## src/rtl/mmio_button_port.sv

```systemverilog
// Memory-mapped push-button input port: synchronises, debounces and press-latches
// NBTN active-low buttons and serves them over the CPU sel/ld/addr/data bus.
module mmio_button_port #(
   parameter int unsigned NBTN            = 2,
   parameter int unsigned DEBOUNCE_CYCLES = 50000,
   parameter logic [11:0] BASE            = 12'h000
) (
   input  logic            clk,
   input  logic            res,
   input  logic [NBTN-1:0] btn,
   input  logic            sel,
   input  logic            ld,
   input  logic [11:0]     addr,
   input  logic [15:0]     data_in,
   output logic [15:0]     data_out,
   output logic            hit,
   output logic            press_irq
);

   localparam int unsigned CW = $clog2(DEBOUNCE_CYCLES + 1);
   localparam logic [CW-1:0] CNT_LAST = CW'(DEBOUNCE_CYCLES - 1);

   typedef enum logic [1:0] {
      REG_LEVEL = 2'd0,
      REG_EVENT = 2'd1,
      REG_COUNT = 2'd2,
      REG_RAW   = 2'd3
   } reg_e;

   logic [NBTN-1:0] sync1, sync2;
   logic [NBTN-1:0] level, level_nxt;
   logic [NBTN-1:0] rise;
   logic [NBTN-1:0] event_q, event_nxt, event_clr;
   logic [CW-1:0]   cnt_q   [NBTN];
   logic [CW-1:0]   cnt_nxt [NBTN];
   logic [15:0]     count_q, count_nxt, count_base;
   logic [15:0]     rdata;
   logic            acc, rd, wr;
   reg_e            off;

   function automatic logic [15:0] popcnt(input logic [NBTN-1:0] v);
      logic [15:0] n;
      n = '0;
      for (int unsigned i = 0; i < NBTN; i++) begin
         n = n + 16'(v[i]);
      end
      return n;
   endfunction

   always_ff @(posedge clk or negedge res) begin
      if (!res) begin
         sync1 <= '0;
         sync2 <= '0;
      end else begin
         sync1 <= ~btn;
         sync2 <= sync1;
      end
   end

   // Any sample agreeing with the debounced level restarts that button's count.
   always_comb begin
      level_nxt = level;
      cnt_nxt   = '{default: '0};
      for (int unsigned i = 0; i < NBTN; i++) begin
         if (sync2[i] != level[i]) begin
            if (cnt_q[i] == CNT_LAST) begin
               level_nxt[i] = ~level[i];
            end else begin
               cnt_nxt[i] = cnt_q[i] + 1'b1;
            end
         end
      end
   end

   assign rise = level_nxt & ~level;

   assign acc = sel && (addr[11:2] == BASE[11:2]);
   assign rd  = acc && ld;
   assign wr  = acc && !ld;
   assign off = reg_e'(addr[1:0]);

   always_comb begin
      rdata = '0;
      case (off)
         REG_LEVEL: rdata = 16'(level);
         REG_EVENT: rdata = 16'(event_q);
         REG_COUNT: rdata = count_q;
         REG_RAW:   rdata = 16'(sync2);
         default:   rdata = '0;
      endcase
   end

   // A press landing in the same cycle as a clear or store still takes effect.
   always_comb begin
      event_clr = '0;
      if (rd && off == REG_EVENT) event_clr = event_q;
      if (wr && off == REG_EVENT) event_clr = data_in[NBTN-1:0];
      event_nxt  = (event_q & ~event_clr) | rise;
      count_base = (wr && off == REG_COUNT) ? data_in : count_q;
      count_nxt  = count_base + popcnt(rise);
   end

   always_ff @(posedge clk or negedge res) begin
      if (!res) begin
         level   <= '0;
         cnt_q   <= '{default: '0};
         event_q <= '0;
         count_q <= '0;
      end else begin
         level   <= level_nxt;
         cnt_q   <= cnt_nxt;
         event_q <= event_nxt;
         count_q <= count_nxt;
      end
   end

   always_ff @(posedge clk or negedge res) begin
      if (!res) begin
         data_out <= '0;
         hit      <= 1'b0;
      end else if (acc) begin
         hit <= 1'b1;
         if (ld) data_out <= rdata;
      end else begin
         data_out <= '0;
         hit      <= 1'b0;
      end
   end

   assign press_irq = |event_q;

endmodule

```

## config.mk

```make
export PLATFORM = sky130hd
export DESIGN_NAME = mmio_button_port
export DESIGN_NICKNAME = d
export VERILOG_FILES = /design/src/rtl/mmio_button_port.sv
export SDC_FILE = /design/constraint.sdc
export NUM_CORES = 1
export LEC_CHECK = 0
export BUFFER_PORTS_ARGS = -buffer_cell sky130_fd_sc_hd__buf_2
export CAP_MARGIN = 20
export CORE_MARGIN = 5
export CORE_UTILIZATION = 64
export CTS_BUF_LIST = sky130_fd_sc_hd__clkbuf_4 sky130_fd_sc_hd__clkbuf_8
export DETAILED_ROUTE_END_ITERATION = 16
export PLACE_DENSITY = 0.88
export SYNTH_ARGS = -nofsm -noshare
export SYNTH_HDL_FRONTEND = slang
export SYNTH_SLANG_ARGS = --single-unit
```

## constraint.sdc

```tcl
create_clock -name clk -period 6 [get_ports clk]
set_clock_uncertainty 0.15 [all_clocks]
set_input_delay 0.3 -clock clk [delete_from_list [all_inputs] [get_ports clk]]
set_output_delay 0.3 -clock clk [all_outputs]
set_load 0.05 [all_outputs]
```

== Word level (Yosys, flattened, before mapping) ==
Cells that the tools add are included.
Widths: inputs -> output; s select.
Operators by class
  add/sub/neg operators: 4
  equal/unequal tests: 8
  muxes and demuxes: 15
  bitwise gates (word level): 8
  reductions and logical operators: 10
Operator list (number)
  $mux 16: 7
  $pmux 16 s4: 1
  $add 16x1->16 const B: 2
  $eq 16x16->1 const B: 2
  $add 16x2->16: 1
  $logic_not 10->1: 1
  $logic_and 1x1->1: 6
  $not 2->2: 3
  $mux 1: 5
  $and 2x2->2: 2
  $eq 2x2->1 const B: 2
  $mux 2: 2
  $add 1x1->2: 1
  $eq 2x1->1 const B: 1
  $logic_not 2->1: 1
  $ne 1x1->1: 2
  $ne 2x2->1 const B: 1
  $not 1->1: 2
  $or 2x2->2: 1
  $reduce_or 2->1: 1
  $logic_not 1->1: 1
Storage, ports and cells
  register bits after elaboration: 73
  input port bits: 34
  output and inout bits: 18
  word-level logic and storage cells: 54

== Logic depth before layout (Yosys ltp) ==
Gate-level depths: netlist of the first run.
  depth in word-level cells: 9
  gate-level depth with buffers: 13
  mapped depth without buffers: 11

== Least setup slack after synthesis of the first run ==
OpenSTA, ideal clock, no wires.
  path type: register to register
  start: reg cnt_q[4] (netlist bit)
  end: reg count_q[12]
  buffers on the path: 1
  period minus slack after synthesis: 3.165 ns
  library setup time: 0.077 ns
  arrival time: 2.938 ns
  cell stages (with the launch flop): 12
  path slack: 2.835 ns
  required time: 5.773 ns
  path through: dfrtp_1 > or4b_1 > or4_1 > nor4_2 > fa_1 > ha_1 > clkbuf_1 > nand3_1 > nor4_1 > xor2_1 > nor2_1 > a21oi_1
On the way
  word-level cells in the longest chain between the ends: 6
RTL lines
  start: declaration: RTL line 34  | logic [CW-1:0] cnt_q [NBTN];
  start signal: assignment: RTL line 111  | cnt_q <= cnt_nxt;
  $eq 16x16->1: RTL line 66  | if (cnt_q[i] == CNT_LAST) begin
  $mux 1: RTL line 66
  $mux 1: RTL line 65  | if (sync2[i] != level[i]) begin
  $and 2x2->2: RTL line 75  | assign rise = level_nxt & ~level;
  $add 1x1->2: RTL line 45  | n = n + 16'(v[i]);
  $add 16x2->16: RTL line 100  | count_nxt = count_base + popcnt(rise);
  named net count_nxt[12]: RTL line 36  | logic [15:0] count_q, count_nxt, count_base;
  end signal: assignment: RTL line 113  | count_q <= count_nxt;
  end: declaration: RTL line 36
The timed path passes the listed nets, and every way through them passes these cells.
A chain may end at the register's enable or synchronous reset.

== Worst setup path in the final report of the first run ==
  start: in addr[7]
  end: reg count_q[14]
On the way
  word-level cells in the longest chain between the ends: 6
RTL lines
  start: declaration: RTL line 13  | input logic [11:0] addr,
  $logic_not 10->1: RTL line 77  | assign acc = sel && (addr[11:2] == BASE[11:2]);
  $logic_and 1x1->1: RTL line 77
  $logic_and 1x1->1: RTL line 79  | assign wr = acc && !ld;
  $logic_and 1x1->1: RTL line 99  | count_base = (wr && off == REG_COUNT) ? data_in : count_q;
  $mux 16: RTL line 99
  $add 16x2->16: RTL line 100
  named net count_nxt[14]: RTL line 36
The timed path passes the listed nets, and every way through them passes these cells.

==> out/results.txt, run 1 <==
The routed design has 8030 um of wire. The pin count of the biggest net entering global routing is 74, and the detailed-router iteration count before antenna repair is 5. In the routed design, unresolved DRC markers number 0.

The width of the die came out at 85.9 um. STA classifies the critical path startpoint as an input port. Leaving out fill and tap cells, the most frequent cell in the layout is sky130_fd_sc_hd__dfrtp_1. The total via count in the routed design is 2982, and the achievable frequency is 283 MHz.

The tools report the global router's overall resource usage as 23.6%. The tool flagged a number of max-cap violations equal to 0. In this run the worst path has a maximum fanout of 27.

In the synthesized netlist, the number of instances is 369. Once the clock tree was built, the setup fixing pass inserted 0 buffers. The tools report the initial antenna violation count as 0.

The count of final hold-check violations is 1, and the slew at the pin with the worst max-slew slack is 0.881 ns. The setup slack on the worst flop-to-flop path was 2.50 ns; the via density per instance was 5.98. Summed over all nets, the half-perimeter wirelength after detailed placement is 5530 um. Final period demand of the worst path: 3.53 ns.

The run gives 2 as the maximum number of buffers from clock root to sink. The tools report the initial cell density of the core as 66.5%. The run gives 0 ns as the summed negative setup slack over all endpoints. Kind of path behind the tightest hold check: in2async. The first-pass GRT wire length came out at 13500 um. The worst register-to-register path ends at count_q[13]. The number of gates resized after cts came out at 0. Of all cell types, the one taking the most synthesized area is sky130_fd_sc_hd__dfrtp_1. The number of antenna diodes in the final layout is 0.

The worst reg-to-reg path cell count came out at 9. Startpoint-to-endpoint class of the critical path: in2reg. Of the available clock period, the critical path in the final layout requires 58.9%. The finished layout holds 499 standard cells, fillers aside. The first routing iteration left 195 violations. For the number of I/O pins, the log shows 52.

The unique cell type count in the Yosys netlist is 35, and the portion of synthesized cell area occupied by the leading cell type is 49.6%. The layout overhead on the synthesized area works out to 15.0%. For the number of rows created at floorplan, the log shows 27. Delay of the slowest cell on the worst path: 0.52 ns. STA puts the critical path data required time at 6.08 ns.

Number of slew-limit violations in the final report: 0. The area of the mapped netlist came out at 3690 sq um. The run gives -0.00131 ns as the worst hold slack. Setup repair after global routing left no endpoint under its margin. The run gives 408 as the synthesized net count. The flow ran to the end, but the final reports show violations. The headroom to the max-slew limit came out at 41.2%.

The reg-to-reg startpoint is cnt_q[4]. The number of placed instances, taps included, is 481. In the layout the commonest cells are 73 x sky130_fd_sc_hd__dfrtp_1, 55 x sky130_fd_sc_hd__nor2_1, 51 x sky130_fd_sc_hd__buf_2. Counting flops and latches in the post-synthesis netlist gives 73. The logs give 0 for the remaining antenna violation count and 0.35 ns for the clock latency reported for the late side of the worst-skew pair. Sequential cells were found to cover 49.6% of the synthesized design area.

The buffer type at the clock tree root is sky130_fd_sc_hd__clkbuf_8. After clock tree synthesis, the clock-pin slew on the worst setup and hold paths is 0.08 ns. Setup violations remaining at the end of the flow were counted as 0. IR analysis of the VDD net gives a maximum drop of 0.205 mV. The average instance in the mapped netlist occupies 9.99 sq um. For the via count of the first global-routing pass, the log shows 2839.

The signal on the critical path passes through buf_2 > nor4b_1 > nand3_1 > nor3b_2 > buf_4 > mux2_2 > fa_1 > ha_1 > and3_1 > nand3_1 > xor2_1 > mux2i_1. The total overflow left after global routing is 0. The share of the core filled with cells is 76.5%. TritonCTS built the clock tree. The floorplan die height is 85.9 um, and the H-tree depth reported by CTS is 3. The core outline area is 5540 sq um. The worst setup path is captured at a flop. Power spread over the standard cell area amounts to 233 nW/um^2.

The count of nets after finishing came out at 461. In this run the static leakage power is 1.99 nW. The tools report the CTS buffer count as 9.

Dividing the detail-routed wire length by the instance count gives 16.1 um. The final reports fail on hold timing. Sorting the synthesized cells by area gives the leading types as sky130_fd_sc_hd__dfrtp_1 50%, sky130_fd_sc_hd__xor2_1 6.9%, sky130_fd_sc_hd__xnor2_1 6.4%. Data arrives at the worst endpoint at 3.61 ns. The count of buffers added on input and output ports is 51. For this design, the sink count on the clock tree is 73. The die covers 7380 sq um. The post-route netlist has 19.0% of its cells at a drive strength greater than 1. The tools report the number of warning messages in the yosys log as 0. Among the stages of the critical path, the cell type that occurs most often is sky130_fd_sc_hd__nand3_1.

On the critical path, the stage with the largest delay is an instance of sky130_fd_sc_hd__fa_1. At the end of routability-driven placement, the weighted congestion stood at 0.865.
[cell usage after synthesis (all sizes together)]
cell type / number
inv: 7
xor2: 29
nor3: 9
a22o: 7
nand4bb: 1
fa: 1
nand2b: 9
nor3b: 2
nand2: 18
and4: 5
nand4: 10
mux4: 2
mux2i: 4
clkbuf: 7
or2: 1
mux2: 5
nor4b: 3
or4b: 1
a21oi: 19
xnor2: 27
o21ai: 5
nor2: 55
nand3: 33
nor2b: 2
dfrtp: 73
or4: 1
buf: 6
nor4: 6
ha: 4
or3: 1
and3: 16
[registers in the layout, indices dropped and copies added, names as in the netlist]
name      cells
cnt_q        32
count_q      16
data_out     16
event_q       2
hit           1
level         2
sync1         2
sync2         2
[cell type report]
cell class | instances | area, sq um
Clock buffer | 11 | 151
Clock inverter | 5 | 77.6
Fill cell | 387 | 1300
Inverter | 7 | 26.3
Multi-Input combinational cell | 276 | 1780
Sequential cell | 73 | 1830
Tap cell | 72 | 90.1
Timing Repair Buffer | 55 | 290
[critical path: cells and delay by family]
kind	cells	cell delay, ns
and+or+nand+nor	5	1.39
adders and majority gates	2	0.85
muxes	2	0.48
buffers and inverters	2	0.41
xor gates and xnor gates	1	0.16
[what timing repair did]
item | CTS | global route
setup endpoints to repair | 0 | 0
endpoints found under the hold margin | 2 | 0
hold buffers | 2 | 0
[through the flow]
step                      setup slack, ns  total power (W)  instance area (sq um)
after floorplan                      2.83         0.000528                   3690
after CTS                            2.49         0.000995                   4240
after detailed placement             2.12         0.000557                   3990
after global placement               2.23         0.000556                   3990
after global routing                 2.20          0.00103                   4240
final                                2.47         0.000986                   4240
[routing by layer]
| metal | global-route usage (%) | routed length (um) | vias to the layer above | share of wire, % |
|---|---|---|---|---|
| met5 | 0 | 0 | - | 0 |
| met4 | 7.48 | 153 | 0 | 1.9 |
| met1 | 32.0 | 3480 | 1456 | 43 |
| met3 | 7.88 | 639 | 27 | 8.0 |
| li1 | - | - | 1385 | - |
| met2 | 36.0 | 3760 | 114 | 47 |
[power breakdown]
| part | total, W | switching (W) | internal [W] | leakage (nW) |
|---|---|---|---|---|
| sequential | 0.000501 | 0.00000413 | 0.000497 | 0.995 |
| clock | 0.000437 | 0.000182 | 0.000255 | 0.115 |
| combinational | 0.0000478 | 0.0000288 | 0.0000190 | 0.877 |
[cells by family (layout without fill, tap and decap cells)]
family                     Yosys count  in the layout  synth area share (%)
DFF                                 73             73                  49.6
and+or+nand+nor                    173            173                  24.1
buffers and inverters               20             78                  2.38
adders and majority gates            5              5                  1.90
muxes                               11             11                  3.84
xor gates and xnor gates            56             56                  13.3
AOI/OAI and AO/OA                   31             31                  4.92
[how the worst max path moves through the flow]
| stage | startpoint | end | slack [ns] | depth (start not counted) |
|---|---|---|---|---|
| floorplan | cnt_q[4] | count_q[12] | 2.83 | 11 |
| global placement | addr[7] | count_q[12] | 2.23 | 12 |
| detailed placement | addr[7] | count_q[14] | 2.12 | 12 |
| CTS | addr[7] | count_q[14] | 2.49 | 12 |
| global route | addr[7] | count_q[12] | 2.20 | 12 |
| finish | addr[7] | count_q[14] | 2.47 | 12 |
Note: power is estimated with default switching activity, not from simulation.
==> inputs of run 2 (changes only) <==
- CORE_UTILIZATION: 64 -> 59
- PLACE_DENSITY: 0.88 -> 0.82
- clock period: 6 -> 3.5 ns (I/O delays scaled with it)
==> run 2 against run 1 <==
Compared with the run above:
- via count is 3.4% lower
- cell count is 1.8% higher
- critical path depth is 2 lower
- highest routed layer unchanged
- sequential power is 71% higher
- final area is 0.74% higher
- first-iteration DRC count is 9.2% lower
- flip-flop and latch count stayed put
- count of clock-buffer cells in the layout stayed put
- the run now ends clean
==> out/results.txt, run 2 (synthesis gave the netlist of run 1 again) <==
After global routing, the most crowded layer is met2. Once detailed placement completed, the half-perimeter wirelength came to 5780 um. The slew at the pin with the worst max-slew slack works out to 0.799 ns.

Setup slack on the worst flop-to-flop path: 0.17 ns. Cells with a size suffix above 1 make up 19.9% of the layout. The number of inserted diodes is 0. The count of final hold-check violations was 0; the net switching fraction of the power was 22.6%.

The width of the die came out at 89.0 um. The run gives 0 as the initial antenna violation count. The floorplan step set the die height to 89.0 um.

The run gives 300 MHz as the achievable frequency. Across every metal layer, demand over resource in global routing totals 22.3%. The floorplan has 28 rows. Clock input transition at the sequential cells of the worst setup and hold paths: 0.08 ns. The largest registers in the layout are cnt_q x32, count_q x16, data_out x16.

Number of design rule violations left after detail routing: 0. Summed over all layers, the routed wires come to 7880 um. For the worst-skew pair, the clock arrives at the later sink with an insertion delay of 0.35 ns. TritonCTS built the clock tree.

After global routing the overflow that remains totals 0. Buffer type at the clock tree root: sky130_fd_sc_hd__clkbuf_8. The worst path required time is 3.63 ns. The tools report the area of the die as 7930 sq um. Relative to the synthesized area, the layout overhead comes to 15.9%. The worst path meets setup with 0.171 ns of slack. Measured on the finished design, the core utilization comes to 71.3%. For the number of DRC violations after detailed-routing iteration 0, the log shows 177. The endpoint identified for the worst register-to-register timing path is count_q[13]. For the remaining antenna violation count, the log shows 0. Setup repair after global routing left no endpoint under its margin. Summing over every cut layer, the via total after detailed routing is 2882.

Following the worst setup path forward leads to its endpoint at count_q[13]. For the part of the power in the clock network, the log shows 40.6%. The critical path endpoint category is a flop. Setup violations remaining at the end of the flow were counted as 0. 52 I/O pins were placed.

The top cell types in the final layout, fill and taps aside, are 73 x sky130_fd_sc_hd__dfrtp_1, 55 x sky130_fd_sc_hd__nor2_1, 51 x sky130_fd_sc_hd__buf_2. Headroom to the max-slew limit came out at 46.8%. In this run the power density over the cells is 372 nW/um^2. Leaving out fill and tap cells, the most frequent cell in the layout is sky130_fd_sc_hd__dfrtp_1. The tools report the startpoint of the most critical hold path as data_in[5]. Global routing consumed, on the met3 layer, 6.73% of the routing resources. The detailed-router iteration count before antenna repair is 4, and the switching component of the power is 0.000358 W.

STA classifies the critical path startpoint as a flop. The static leakage was 2.00 nW. In this run the cell area measured after placement is 4020 sq um. Internal power comes to 0.00123 W. Reg-to-reg startpoint: cnt_q[4]. The tools report the via count of the first global-routing pass as 2928. Dividing the detail-routed via count by the number of cells gives 5.67.

Before CTS, the worst setup slack after placement is 0.198 ns. The first global-routing pass estimated 13700 um of wire. The H-tree depth reported by CTS came out at 3. Routability-driven placement finished with a final weighted congestion of 0.957. For the finished layout, the period the worst path requires is 3.33 ns. The run finished with clean final reports.

The initial cell density of the core is 61.5%, and the met1 global-route usage is 31.4%. In the finished design, the share of the clock period the worst path needs comes to 95.1%. The startpoint-to-endpoint class of the critical path was reg2reg.

The flip-flop count of the largest register after layout is 32. The core region is 5990 sq um. The maximum fanout along the worst path came out at 7. Across the VDD grid, the largest voltage drop is 0.305 mV.

For the final routed database, the setup TNS stands at 0 ns. Largest register by flop count: cnt_q. The tools report the CTS buffer count as 9. The logs give 3.45 ns for the signal arrival time at the worst endpoint and 5.4% for the share of total power in combinational logic. In this run the tool buffered the top-level ports with 51 buffer cells. For the worst flop-to-flop path, the logic depth is 10. Global routing consumed, on the met2 layer, 33.5% of the routing resources.

The path class of the tightest hold or removal check is in2reg. Count of nets after finishing: 467. The wire length per cell after detailed routing came out at 15.5 um.

After routing the design area is 4270 sq um. Sequential cells burn 54.0% of the power. In this run the worst setup path begins at cnt_q[4]. Across the run, the number of max-cap violations was 0.

The clock drives 73 sinks. The longest clock path from root to sink contains 2 buffers. For the number of slew-limit violations in the final report, the log shows 0. The worst hold path depth was 3.

Entering global routing, the biggest net connects 39 pins. Once the clock tree was built, the setup fixing pass inserted 0 buffers.
==> run 2: cell count changes in the layout (fill, tap and decap cells not counted), sizes merged <==
| cell | change |
|---|---|
| buf | +3 |
| dlygate4sd3 | +3 |
| bufinv | -1 |
| clkinv | +1 |
==> run 2: area by class of cell <==
| cell class | count | area, sq um |
|---|---|---|
| Tap cell | 75 | 93.8 |
| Inverter | 7 | 26.3 |
| Fill cell | 465 | 1720 |
| Sequential cell | 73 | 1830 |
| Clock buffer | 11 | 139 |
| Multi-Input combinational cell | 276 | 1790 |
| Timing Repair Buffer | 61 | 343 |
| Clock inverter | 5 | 56.3 |
==> run 2: worst min-delay path by stage <==
stage,endpoint
floorplan,cnt_q[0]
global placement,cnt_q[28]
detailed placement,cnt_q[31]
CTS,count_q[5]
global route,count_q[5]
finish,count_q[5]
==> run 2: stage by stage <==
stage	total power, W	std cells	hold WS [ns]
global placement	0.000955	487	0.151
floorplan	0.000906	369	-0.271
detailed placement	0.000958	487	0.152
finish	0.00159	508	0.0125
global route	0.00166	508	0.0190
CTS	0.00160	508	0.00528
==> run 2: power by group through the flow <==
| stage | logic (W) | registers, W | clock network (W) |
|---|---|---|---|
| after detailed placement | 0.0000825 | 0.000875 | 0 |
| final | 0.0000860 | 0.000859 | 0.000644 |
| after floorplan | 0.0000328 | 0.000873 | 0 |
| after global routing | 0.0000981 | 0.000860 | 0.000701 |
| after CTS | 0.0000873 | 0.000859 | 0.000656 |
| after global placement | 0.0000809 | 0.000874 | 0 |
==> run 2: per-layer routing <==
metal | routed length, um | up-vias
met2 | 3650 | 98
met1 | 3430 | 1384
met5 | 0 | -
met4 | 112 | 0
li1 | - | 1391
met3 | 686 | 9
==> run 2: worst max-delay path, stage by stage (launching register included) <==
cell                      delay (ns)
sky130_fd_sc_hd__dfrtp_1        0.46
sky130_fd_sc_hd__or4b_1         0.53
sky130_fd_sc_hd__or4_1          0.50
sky130_fd_sc_hd__nor4_2         0.20
sky130_fd_sc_hd__fa_1           0.27
sky130_fd_sc_hd__buf_4          0.16
sky130_fd_sc_hd__nand4_1        0.23
sky130_fd_sc_hd__nor4_1         0.38
sky130_fd_sc_hd__xor2_1         0.19
sky130_fd_sc_hd__nor2_1         0.07
sky130_fd_sc_hd__a21oi_1        0.11
==> run 2: what timing repair did <==
action                                  in CTS  in global routing
hold buffers                                 5                  0
gates resized for setup                      0                  2
endpoints found under the setup margin       0                  2
hold endpoints to repair                    39                  0
